$ cat config.mk
export PLATFORM = sky130hd
export DESIGN_NAME = uart_rx
export DESIGN_NICKNAME = d
export VERILOG_FILES = /design/src/rtl/uart_rx.sv
export SDC_FILE = /design/constraint.sdc
export NUM_CORES = 1
export LEC_CHECK = 0
export ABC_AREA = 0
export BUFFER_PORTS_ARGS = -buffer_cell sky130_fd_sc_hd__buf_2
export CORE_ASPECT_RATIO = 1.5
export CORE_MARGIN = 2
export CORE_UTILIZATION = 25
export CTS_CLUSTER_DIAMETER = 150
export DETAILED_ROUTE_END_ITERATION = 7
export PLACE_DENSITY_LB_ADDON = 0.05
export SYNTH_ARGS = -nofsm -noshare
export SYNTH_HDL_FRONTEND = slang
export SYNTH_SLANG_ARGS = --single-unit
$ cat constraint.sdc
create_clock -name clk_100MHz -period 3.3 [get_ports clk_100MHz]
set_clock_uncertainty 0.2 [all_clocks]
set_input_delay 0.33 -clock clk_100MHz [delete_from_list [all_inputs] [get_ports clk_100MHz]]
set_output_delay 0.33 -clock clk_100MHz [all_outputs]
set_load 0.005 [all_outputs]
$ cat src/rtl/uart_rx.sv
// 8N1 UART receiver: two-flop synchroniser, mid-bit sampling FSM and a
// one-entry valid/ready output buffer with frame-error and overrun pulses.
module uart_rx #(
   parameter int CLK_FREQ  = 100_000_000,
   parameter int BAUD      = 9600,
   parameter int DATA_BITS = 8
) (
   input  logic       clk_100MHz,
   input  logic       reset,
   input  logic       rx,
   output logic [7:0] rx_data,
   output logic       rx_valid,
   input  logic       rx_ready,
   output logic       frame_err,
   output logic       overrun,
   output logic       busy
);

   localparam int CPB = CLK_FREQ / BAUD;
   localparam int CW  = (CPB > 1) ? $clog2(CPB) : 1;
   localparam logic [CW-1:0] HALF_M1  = CW'(CPB / 2 - 1);
   localparam logic [CW-1:0] FULL_M1  = CW'(CPB - 1);
   localparam logic [2:0]    LAST_BIT = 3'(DATA_BITS - 1);

   if (CPB < 4) begin : g_cpb_chk
      $error("uart_rx: CLK_FREQ/BAUD must be at least 4");
   end
   if (DATA_BITS < 5 || DATA_BITS > 8) begin : g_bits_chk
      $error("uart_rx: DATA_BITS must be in 5..8");
   end

   typedef enum logic [2:0] {IDLE, START, DATA, STOP, WAIT_IDLE} state_t;

   state_t        state;
   logic          rx_s1;
   logic          rxs;
   logic [CW-1:0] cnt;
   logic [2:0]    bit_idx;
   logic [7:0]    shreg;

   assign busy = (state != IDLE);

   always_ff @(posedge clk_100MHz) begin
      if (reset) begin
         state     <= IDLE;
         rx_s1     <= 1'b1;
         rxs       <= 1'b1;
         cnt       <= '0;
         bit_idx   <= '0;
         shreg     <= '0;
         rx_data   <= '0;
         rx_valid  <= 1'b0;
         frame_err <= 1'b0;
         overrun   <= 1'b0;
      end else begin
         rx_s1     <= rx;
         rxs       <= rx_s1;
         frame_err <= 1'b0;
         overrun   <= 1'b0;

         // A plain drain; a completing good frame below overrides it.
         if (rx_valid && rx_ready)
            rx_valid <= 1'b0;

         case (state)
            IDLE: begin
               cnt <= '0;
               if (!rxs)
                  state <= START;
            end
            START: begin
               if (cnt == HALF_M1) begin
                  cnt <= '0;
                  if (rxs) begin
                     state <= IDLE;
                  end else begin
                     state   <= DATA;
                     bit_idx <= '0;
                     shreg   <= '0;
                  end
               end else begin
                  cnt <= cnt + CW'(1);
               end
            end
            DATA: begin
               if (cnt == FULL_M1) begin
                  cnt            <= '0;
                  shreg[bit_idx] <= rxs;
                  if (bit_idx == LAST_BIT)
                     state <= STOP;
                  else
                     bit_idx <= bit_idx + 3'd1;
               end else begin
                  cnt <= cnt + CW'(1);
               end
            end
            STOP: begin
               if (cnt == FULL_M1) begin
                  cnt <= '0;
                  if (rxs) begin
                     state <= IDLE;
                     // Load when empty or being drained this same cycle.
                     if (!rx_valid || rx_ready) begin
                        rx_data  <= shreg;
                        rx_valid <= 1'b1;
                     end else begin
                        overrun <= 1'b1;
                     end
                  end else begin
                     frame_err <= 1'b1;
                     state     <= WAIT_IDLE;
                  end
               end else begin
                  cnt <= cnt + CW'(1);
               end
            end
            WAIT_IDLE: begin
               if (rxs)
                  state <= IDLE;
            end
            default: state <= IDLE;
         endcase
      end
   end

endmodule

==> results by group <==
Die
  • Die Ht: 115 um
  • Die ar.: 8910 um2
  • Io pins: 16
  • FP Rows: 40
  • Starting density of the core: 0.256
  • Core area: around 8000 um2
  • Die Width: 77.7 um

Pwr
  • Logic gate share of total power: 0.046
  • Psw: about 0.25 mW
  • Clk pwr share: 0.532
  • Max VDD drop: 0.201 mV
  • Internal: between 0.9 and 1 mW
  • Sw frac: 0.208
  • Static Leak: 0.800 nW
  • Pwr dens: 498 nW/um2
  • Sequential share of power: 0.423

STA
  • RSZ-0062 raised after global routing: no
  • Slew headroom: 0.520
  • Final setup vio count: 0
  • F_max: 386 MHz
  • Slew Viols, Final: 0
  • Final TNS setup: 0 ps
  • Slew @ Worst Pin: 720 ps
  • Post-route minimum period: 2590 ps
  • Final Hold Fails: 0
  • Final Cycle Share: 0.786

CTS
  • Clock Latency Late Sink: 290 ps
  • Root Buffer: clkbuf_16
  • Clk buf depth: 2
  • H-tree levels: 2
  • CTS tree: yes
  • Post-CTS setup repair buffer count: 0
  • Clock transition at path regs: 60 ps
  • Hold_buf cts: 0
  • Post_cts resized: 0
  • Clock Sinks: 41
  • CTS Buf Count: 5

Route
  • WL/cell: 14.7 um
  • Detailed-route wire length: 5.18 mm
  • Pre-Repair DR Iteration Count: 4
  • Detailed Route Iter0 Violations: 37
  • DR vias/cell: about 4.8
  • Vias: 1,690
  • Post-route ant nets: 0
  • DRC errors left: 0

Layout
  • Final nets: 254
  • ANT cells: 0
  • Fill cells: 844
  • Share of cells above drive strength 1: 0.165
  • Fin util: 0.302
  • Area Overhead vs Synth: 18.0%

Synthesis
  • Mean Syn Cell Area: approximately 8.7 um2
  • Synthesized area: 2040 um2
  • Top FF cell, synth: dfxtp_1
  • Warnings from Yosys: 0
  • Register area share after synthesis: 0.403
  • Cell count after synthesis: around 230
  • Syn_nets: approximately 240
  • Ys async rst share: 0
  • Synthesized flop and latch total: slightly above 40
  • Unique masters post-synth: 48
  • Number of synthesized flops with an enable pin: 0

GRT
  • Grt total ovfl: 0
  • Initial antenna violation count: 0
  • First-pass GRT wire length: 8.65 mm
  • Largest net degree at the start of global routing: 39
  • Met1 Track Usage GR: 0.126
  • Total GRT Usage: 0.127
  • Vias in the first global route: 1,652
  • M2 GR Usage: 0.245
  • Most Used Layer, Global Route: met2
  • Met3 Track Usage GR: 0.0237

Setup path
  • Worst setup path category: flop to flop
  • Worst Path Required: 3270 ps
  • Startpoint types: flop
  • CP max FO: 8
  • Critical Path AT: 2560 ps
  • Crit path capture type: flop

Min path
  • HP Class: input pin to flop

Outcome
  • Status: complete, no violations

Place
  • IO buf count: 15
  • Hpwl dp: 3.74 mm
  • Placer Congestion: 0.770

Run
  • # Max-Cap Violations: 0
-- cells in the mapped netlist (all sizes together) (4+ instances only) --
cell | n | area, um2
nor2b | 6 | 37.5
nand2b | 5 | 31.3
mux2i | 9 | 90.1
o21ai | 20 | 100
dfxtp | 41 | 821
buf | 5 | 26.3
nor2 | 30 | 113
xnor2 | 4 | 35.0
a311o | 8 | 80.1
nand2 | 20 | 75.1
inv | 10 | 37.5
a31oi | 4 | 25.0
nor3 | 5 | 25.0
or2 | 4 | 25.0
nand3 | 8 | 40.0
clkbuf | 6 | 22.5
nand3b | 4 | 30.0
-- cells in the final DEF, fill, tap and decap left out, types with 5 or more instances in the layout --
master / netlist / layout
nor2_1: 30 / 30
nand3_1: 8 / 8
o21ai_0: 19 / 19
nor2b_1: 6 / 6
buf_2: 3 / 15
a311o_1: 8 / 8
nand2_1: 20 / 20
nor3_1: 5 / 5
inv_1: 10 / 10
dfxtp_1: 41 / 41
mux2i_1: 9 / 9
nand2b_1: 5 / 5
clkbuf_16: 0 / 5
-- power by group through the flow --
stage | Sequential [mW] | Combinational (mW) | Clock, mW
5_1_grt | 0.508 | 0.0625 | 0.677
4_1_cts | 0.507 | 0.0569 | 0.661
3_5_place_dp | 0.518 | 0.0566 | 0
2_1_floorplan | 0.514 | 0.0454 | 0
3_3_place_gp | 0.518 | 0.0576 | 0
6_report | 0.507 | 0.0548 | 0.638
-- stage by stage --
stage          setup WS (ps)  power [mW]  area [um2]  hold WS (ps)  cells
3_3_place_gp             733       0.576        2220           191    345
2_1_floorplan           1140       0.559        2040           189    234
5_1_grt                  412        1.25        2410          28.9    353
6_report                 707        1.20        2410          25.1    353
4_1_cts                  663        1.23        2410          21.7    353
3_5_place_dp             671       0.575        2220           197    345
-- worst paths after layout --
kind	start	to	slack [ps]	cells after the start
worst max-delay path	cnt[0]	shreg[5]	710	6
worst min-delay path	rx	rx_s1	30	2
worst max register to register	cnt[0]	shreg[5]	710	6
worst min register to register	rx_s1	rxs	210	1
-- metal layers --
layer | wire length, um | up-vias | share of wire
li1 | - | 857 | -
met1 | 2120 | 810 | 0.41
met2 | 2830 | 16 | 0.55
met3 | 85 | 7 | 0.016
met4 | 142 | 0 | 0.027
met5 | 0 | - | 0
-- cell families (layout without fill, tap and decap cells) --
group,count (synthesis),after routing,share of synthesized area
buffers and inverters,21,35,0.0424
multiplexers,10,10,0.0516
adder cells (fa/ha/maj),3,3,0.0184
AND/OR/NAND/NOR,107,107,0.291
flip-flops,41,41,0.403
AO/OA/AOI/OAI,45,45,0.164
XOR/XNOR,7,7,0.0301
-- state kept, by name (all words and copies together) (netlist names) --
name,cells
cnt,14
rx_data,8
shreg,8
bit_idx,3
state,3
frame_err,1
overrun,1
rx_s1,1
rx_valid,1
rxs,1
-- final cells by class --
type                            count  area (um2)  area share
Clock buffer                        5         125      0.0520
Clock inverter                      3        65.1      0.0270
Inverter                           10        37.5      0.0156
Multi-Input combinational cell    172        1140       0.472
Sequential cell                    41         821       0.341
Tap cell                          105         131      0.0546
Timing Repair Buffer               17        90.1      0.0374
-- critical path, cell delays in order (launching register included) --
cell	delay (ps)
dfxtp_1	390
ha_1	230
nor4bb_4	360
nand4_1	320
o21ai_1	630
a311o_1	260
o21ai_0	80
Power figures use the tool's default switching activity.
